File: config.mk
export PLATFORM = sky130hd
export DESIGN_NAME = conv_stream_loader
export DESIGN_NICKNAME = d
export VERILOG_FILES = /design/src/rtl/conv_stream_loader.sv
export SDC_FILE = /design/constraint.sdc
export NUM_CORES = 1
export LEC_CHECK = 0
export ABC_AREA = 1
export BUFFER_PORTS_ARGS = -buffer_cell sky130_fd_sc_hd__buf_2
export CORE_UTILIZATION = 51
export CTS_BUF_LIST = sky130_fd_sc_hd__clkbuf_16
export DETAILED_ROUTE_END_ITERATION = 8
export PLACE_DENSITY_LB_ADDON = 0.05
export REMOVE_ABC_BUFFERS = 1
export SETUP_SLACK_MARGIN = 0.3
export SYNTH_ARGS = -nofsm -noshare
export SYNTH_HDL_FRONTEND = slang
export SYNTH_SLANG_ARGS = --single-unit
File: constraint.sdc
create_clock -name clk -period 1.8 [get_ports clk]
set_input_delay 0.36 -clock clk [delete_from_list [all_inputs] [get_ports clk]]
set_output_delay 0.36 -clock clk [all_outputs]
set_load 0.01 [all_outputs]
File: src/rtl/conv_stream_loader.sv
// Stream front-end for the convolution core: parses a two-byte header, loads the
// X/Y sample memories from the byte stream, then starts the core and waits for done.
module conv_stream_loader #(
   parameter int DATAWIDTH_X      = 8,
   parameter int DATAWIDTH_Y      = 8,
   parameter int MEM_ADDR_XY_SIZE = 5,
   parameter int SIZE_X           = 5,
   parameter int SIZE_Y           = 5
) (
   input  logic                        clk,
   input  logic                        rstn,
   input  logic [DATAWIDTH_X-1:0]      s_data,
   input  logic                        s_valid,
   output logic                        s_ready,
   output logic [MEM_ADDR_XY_SIZE-1:0] memX_waddr,
   output logic [DATAWIDTH_X-1:0]      memX_wdata,
   output logic                        memX_we,
   output logic [MEM_ADDR_XY_SIZE-1:0] memY_waddr,
   output logic [DATAWIDTH_Y-1:0]      memY_wdata,
   output logic                        memY_we,
   output logic [SIZE_X-1:0]           sizeX,
   output logic [SIZE_Y-1:0]           sizeY,
   output logic                        shape,
   output logic                        conv_start,
   input  logic                        conv_busy,
   input  logic                        conv_done,
   output logic                        busy,
   output logic                        frame_done,
   output logic                        err
);

   localparam logic [3:0] ST_IDLE   = 4'd0;
   localparam logic [3:0] ST_HDR1   = 4'd1;
   localparam logic [3:0] ST_LOAD_X = 4'd2;
   localparam logic [3:0] ST_LOAD_Y = 4'd3;
   localparam logic [3:0] ST_FLUSH  = 4'd4;
   localparam logic [3:0] ST_START  = 4'd5;
   localparam logic [3:0] ST_RUN    = 4'd6;
   localparam logic [3:0] ST_DONE   = 4'd7;
   localparam logic [3:0] ST_ERR    = 4'd8;

   localparam logic [MEM_ADDR_XY_SIZE-1:0] CNT_ZERO = {MEM_ADDR_XY_SIZE{1'b0}};
   localparam logic [MEM_ADDR_XY_SIZE-1:0] CNT_ONE  = {{(MEM_ADDR_XY_SIZE-1){1'b0}}, 1'b1};
   localparam logic [SIZE_X-1:0]           SX_ZERO  = {SIZE_X{1'b0}};
   localparam logic [SIZE_X-1:0]           SX_ONE   = {{(SIZE_X-1){1'b0}}, 1'b1};
   localparam logic [SIZE_Y-1:0]           SY_ZERO  = {SIZE_Y{1'b0}};
   localparam logic [SIZE_Y-1:0]           SY_ONE   = {{(SIZE_Y-1){1'b0}}, 1'b1};

   logic [3:0]                  state_q, state_d;
   logic [MEM_ADDR_XY_SIZE-1:0] cnt_x_q, cnt_x_d;
   logic [MEM_ADDR_XY_SIZE-1:0] cnt_y_q, cnt_y_d;
   logic [SIZE_X-1:0]           size_x_q, size_x_d;
   logic [SIZE_Y-1:0]           size_y_q, size_y_d;
   logic                        shape_q, shape_d;
   logic                        s_ready_q, s_ready_d;
   logic                        memx_we_q, memx_we_d;
   logic [MEM_ADDR_XY_SIZE-1:0] memx_waddr_q, memx_waddr_d;
   logic [DATAWIDTH_X-1:0]      memx_wdata_q, memx_wdata_d;
   logic                        memy_we_q, memy_we_d;
   logic [MEM_ADDR_XY_SIZE-1:0] memy_waddr_q, memy_waddr_d;
   logic [DATAWIDTH_Y-1:0]      memy_wdata_q, memy_wdata_d;
   logic                        conv_start_q, conv_start_d;
   logic                        busy_q, busy_d;
   logic                        frame_done_q, frame_done_d;
   logic                        err_q, err_d;

   logic                        fire_s;
   logic                        last_x_s;
   logic                        last_y_s;
   logic                        hdr_bad_s;

   // States in which the stream is allowed to deliver a byte.
   function automatic logic accepts_bytes(input logic [3:0] st);
      logic acc;
      case (st)
         ST_IDLE, ST_HDR1, ST_LOAD_X, ST_LOAD_Y: acc = 1'b1;
         default:                                acc = 1'b0;
      endcase
      return acc;
   endfunction

   // Handshake qualifier and end-of-block detection for the sample counters.
   always_comb begin
      fire_s    = s_valid & s_ready_q;
      last_x_s  = (SIZE_X'(cnt_x_q) == (size_x_q - SX_ONE));
      last_y_s  = (SIZE_Y'(cnt_y_q) == (size_y_q - SY_ONE));
      hdr_bad_s = (size_x_q == SX_ZERO) || (s_data[SIZE_Y-1:0] == SY_ZERO);
   end

   // Frame sequencing: header parse, sample loading and core handshake.
   always_comb begin
      state_d      = state_q;
      cnt_x_d      = cnt_x_q;
      cnt_y_d      = cnt_y_q;
      size_x_d     = size_x_q;
      size_y_d     = size_y_q;
      shape_d      = shape_q;
      memx_we_d    = 1'b0;
      memx_waddr_d = memx_waddr_q;
      memx_wdata_d = memx_wdata_q;
      memy_we_d    = 1'b0;
      memy_waddr_d = memy_waddr_q;
      memy_wdata_d = memy_wdata_q;
      case (state_q)
         ST_IDLE: begin
            if (fire_s) begin
               size_x_d = s_data[SIZE_X-1:0];
               shape_d  = s_data[DATAWIDTH_X-1];
               state_d  = ST_HDR1;
            end else begin
               state_d = ST_IDLE;
            end
         end
         ST_HDR1: begin
            if (fire_s) begin
               size_y_d = s_data[SIZE_Y-1:0];
               if (hdr_bad_s) begin
                  state_d = ST_ERR;
               end else begin
                  cnt_x_d = CNT_ZERO;
                  state_d = ST_LOAD_X;
               end
            end else begin
               state_d = ST_HDR1;
            end
         end
         ST_LOAD_X: begin
            if (fire_s) begin
               memx_we_d    = 1'b1;
               memx_waddr_d = cnt_x_q;
               memx_wdata_d = s_data;
               cnt_x_d      = cnt_x_q + CNT_ONE;
               if (last_x_s) begin
                  cnt_y_d = CNT_ZERO;
                  state_d = ST_LOAD_Y;
               end else begin
                  state_d = ST_LOAD_X;
               end
            end else begin
               state_d = ST_LOAD_X;
            end
         end
         ST_LOAD_Y: begin
            if (fire_s) begin
               memy_we_d    = 1'b1;
               memy_waddr_d = cnt_y_q;
               memy_wdata_d = s_data;
               cnt_y_d      = cnt_y_q + CNT_ONE;
               if (last_y_s) begin
                  state_d = ST_FLUSH;
               end else begin
                  state_d = ST_LOAD_Y;
               end
            end else begin
               state_d = ST_LOAD_Y;
            end
         end
         // The flush cycle lets the final Y write land before start is visible.
         ST_FLUSH: state_d = ST_START;
         ST_START: begin
            if (conv_done) begin
               state_d = ST_DONE;
            end else if (conv_busy) begin
               state_d = ST_RUN;
            end else begin
               state_d = ST_START;
            end
         end
         ST_RUN: begin
            if (conv_done) begin
               state_d = ST_DONE;
            end else begin
               state_d = ST_RUN;
            end
         end
         ST_DONE: state_d = ST_IDLE;
         ST_ERR:  state_d = ST_IDLE;
         default: state_d = ST_IDLE;
      endcase
   end

   // Status outputs are registered views of the next state.
   always_comb begin
      s_ready_d    = accepts_bytes(state_d);
      conv_start_d = (state_d == ST_START);
      busy_d       = (state_d != ST_IDLE);
      frame_done_d = (state_d == ST_DONE);
      err_d        = (state_d == ST_ERR);
   end

   // State and output registers with synchronous active-low reset.
   always_ff @(posedge clk) begin
      if (!rstn) begin
         state_q      <= ST_IDLE;
         cnt_x_q      <= CNT_ZERO;
         cnt_y_q      <= CNT_ZERO;
         size_x_q     <= SX_ZERO;
         size_y_q     <= SY_ZERO;
         shape_q      <= 1'b0;
         s_ready_q    <= 1'b0;
         memx_we_q    <= 1'b0;
         memx_waddr_q <= CNT_ZERO;
         memx_wdata_q <= {DATAWIDTH_X{1'b0}};
         memy_we_q    <= 1'b0;
         memy_waddr_q <= CNT_ZERO;
         memy_wdata_q <= {DATAWIDTH_Y{1'b0}};
         conv_start_q <= 1'b0;
         busy_q       <= 1'b0;
         frame_done_q <= 1'b0;
         err_q        <= 1'b0;
      end else begin
         state_q      <= state_d;
         cnt_x_q      <= cnt_x_d;
         cnt_y_q      <= cnt_y_d;
         size_x_q     <= size_x_d;
         size_y_q     <= size_y_d;
         shape_q      <= shape_d;
         s_ready_q    <= s_ready_d;
         memx_we_q    <= memx_we_d;
         memx_waddr_q <= memx_waddr_d;
         memx_wdata_q <= memx_wdata_d;
         memy_we_q    <= memy_we_d;
         memy_waddr_q <= memy_waddr_d;
         memy_wdata_q <= memy_wdata_d;
         conv_start_q <= conv_start_d;
         busy_q       <= busy_d;
         frame_done_q <= frame_done_d;
         err_q        <= err_d;
      end
   end

   assign s_ready    = s_ready_q;
   assign memX_we    = memx_we_q;
   assign memX_waddr = memx_waddr_q;
   assign memX_wdata = memx_wdata_q;
   assign memY_we    = memy_we_q;
   assign memY_waddr = memy_waddr_q;
   assign memY_wdata = memy_wdata_q;
   assign sizeX      = size_x_q;
   assign sizeY      = size_y_q;
   assign shape      = shape_q;
   assign conv_start = conv_start_q;
   assign busy       = busy_q;
   assign frame_done = frame_done_q;
   assign err        = err_q;

endmodule

==> flow_metrics.env <==
export IMPL_status="finished clean"
export IMPL_fmax_mhz=649
export IMPL_finalNonFillerCells=518
export IMPL_slew_headroom_pct=62.1
export IMPL_min_path_cells=3
export IMPL_n_fill_cell=438
export IMPL_rows=26
export IMPL_worstPathRequired_ns=2.01
export IMPL_finalMaxSlewViolations=0
export IMPL_setup_slack_ns=0.258
export IMPL_synth_simple_area_share_pct=31.4
export IMPL_wirelength_um=6870
export IMPL_ys_types=32
export IMPL_core_area_sq_um=5110
export IMPL_cts_root_buf="clkbuf_16"
export IMPL_firstDrtPassIters=4
export IMPL_worstHoldStart="s_data[5]"
export IMPL_dp_worst_setup_slack_ns=0.0946
export IMPL_hpwl_um=4640
export IMPL_cts_tree="done"
export IMPL_worstPathArrival_ns=1.75
export IMPL_final_setup_viol_count=0
export IMPL_floorplan_die_height_um=74.7
export IMPL_die_area_sq_um=5580
export IMPL_hold_buffers=0
export IMPL_synth_top_family_by_area="simple AND/OR/NAND/NOR gates"
export IMPL_ff2ff_path_depth=13
export IMPL_portBuffers=56
export IMPL_ys_warn_count=0
export IMPL_drive_above_1_share_pct=33.7
export IMPL_min_path_type="input port to flop"
export IMPL_grt_remaining_overflow=0
export IMPL_clockBufferDepth=2
export IMPL_synth_mux_area_share_pct=0
export IMPL_postSynthAreaPerCell_sq_um=7.30
export IMPL_ys_ff_latch=58
export IMPL_path_class="flop to flop"
export IMPL_start_util_pct=52.7
export IMPL_post_route_min_period_ns=1.54
export IMPL_cellPowerDensity_nw_per_um2=975
export IMPL_wl_per_cell_um=13.3
export IMPL_synth_top_area_share_pct=43.1
export IMPL_clock_sinks=58
export IMPL_seq_area_frac_synth_pct=43.1
export IMPL_cp_max_fo=8
export IMPL_antenna_cells=0
export IMPL_cts_htree_levels=3
export IMPL_cp_startpoint="sizeX[0]"
export IMPL_routabilityCongestion=0.845
export IMPL_timing_critical_path_to_type="flop"
export IMPL_reg2reg_from="sizeX[0]"
export IMPL_vias=2621
export IMPL_synth_xor_area_share_pct=1.30
export IMPL_dp_cells=491
export IMPL_grt_usage_pct=26.7
export IMPL_ir_drop_mv=0.627
export IMPL_rsz0062_at_grt="true"
export IMPL_holdPathEnd="memX_wdata[5]"
export IMPL_vias_per_cell=5.06
export IMPL_path_clk_slew_ns=0.06
export IMPL_layout_commonest_cell="nor2_1"
export IMPL_synth_compound_area_share_pct=14.8
export IMPL_ant_nets=0
export IMPL_timing_setup_tns_ns=0
export IMPL_final_nets=460
export IMPL_grt_pass1_wl_um=11000
export IMPL_worst_pin_slew_ns=0.567
export IMPL_reg2reg_slack_ns=0.26
export IMPL_clock_latency_ns=0.32
export IMPL_die_w_um=74.7
export IMPL_drt_iter0_markers=86
export IMPL_synthesis_area_sq_um=2690
export IMPL_fin_area_sq_um=3560
export IMPL_cts_inserted_buffers=9
export IMPL_hold_violations=0
export IMPL_yosys_area_share_adder_pct=1.86
export IMPL_critPathLaunchType="flop"
export IMPL_power_mw=3.48
export IMPL_synthCells=369
export IMPL_ios=57
export IMPL_finalCritPeriodShare_pct=85.6
export IMPL_utilization_pct=69.8
export IMPL_r2r_end="cnt_y_q[0]"
export IMPL_timing_hold_ws_ns=0.269
export IMPL_p_leak_nw=1.76
export IMPL_antenna_found_initial=0
export IMPL_first_global_vias=2346
export IMPL_skew_ns=0.00582
export IMPL_drc=0
export IMPL_dpl_cell_area_sq_um=3060
export IMPL_grt_max_degree=21
export IMPL_syn2layout_area_growth_pct=32.3
export IMPL_maxCapViolations=0
export IMPL_yosys_top_cells_area="dfxtp_1 43%, nor2_1 9.1%, nand2_1 8.6%"
export IMPL_synth_largest_area_cell="dfxtp_1"
export IMPL_mostFrequentLayoutCells="63 x nor2_1, 56 x nand2_1, 56 x buf_2"
-- cells by family after synthesis --
family | after synthesis
and+or+nand+nor | 178
AOI/OAI and AO/OA | 74
DFF | 58
buffers and inverters | 51
xor gates and xnor gates | 4
adders and majority gates | 4
-- area by class of cell --
cell class	count	area, sq um	area share [%]
Inverter	40	153	4.28
Clock inverter	7	93.8	2.63
Multi-Input combinational cell	260	1420	39.9
Clock buffer	9	225	6.32
Timing Repair Buffer	74	415	11.7
Tap cell	70	87.6	2.46
Sequential cell	58	1170	32.7
-- state kept, by name, summed over array words and instances (netlist names), 4 cells and up --
signal and count:
cnt_x_q 5, cnt_y_q 5, memX_waddr 5, memX_wdata 8, memY_waddr 5, memY_wdata 8, sizeX 5, sizeY 5
state_q 4
-- how the worst max path moves through the flow --
stage	to	slack, ns
finish	cnt_y_q[0]	0.26
global route	cnt_y_q[3]	0.12
CTS	cnt_y_q[0]	0.25
detailed placement	busy	0.09
global placement	busy	0.16
floorplan	cnt_y_q[0]	0.18
-- cells in the mapped netlist (all sizes together) --
| cell | count |
|---|---|
| a211oi | 1 |
| clkbuf | 3 |
| nand2 | 71 |
| dfxtp | 58 |
| nor3b | 2 |
| nor3 | 4 |
| a31oi | 1 |
| ha | 4 |
| o311ai | 1 |
| xor2 | 3 |
| nand3b | 1 |
| buf | 8 |
| o21ai | 44 |
| a21oi | 26 |
| nand4 | 2 |
| inv | 40 |
| nor2 | 72 |
| nand3 | 26 |
| o211ai | 1 |
| xnor2 | 1 |
-- metal layers --
metal | GRT usage, % | routed length [um]
met2 | 41.7 | 3250
met5 | 0 | 0
met1 | 34.7 | 3200
met3 | 5.62 | 321
met4 | 14.3 | 104
-- critical path: stages (launching register included) --
cell and delay [ns]:
dfxtp_2 0.34, inv_2 0.05, ha_4 0.26, inv_2 0.02, nand2_1 0.05, nand2_1 0.04
nor2_1 0.07, nand3_1 0.11, nor2_4 0.14, nand2_4 0.10, nand2_4 0.10, nand2_2 0.05
nand2_2 0.06, a21oi_2 0.03
-- report_power, final --
group          internal [mW]  switching, mW  total, mW
combinational          0.124          0.203      0.327
clock                   1.21          0.605       1.81
sequential              1.31         0.0230       1.34
total                   2.64          0.831       3.48
-- repair_timing --
action,4_1_cts,5_1_grt
buffers inserted,8,3
pin swaps,14,15
gates resized for setup,16,16
endpoints found under the setup margin,15,22
hold endpoints to repair,0,0
Note: power is estimated with default switching activity, not from simulation.
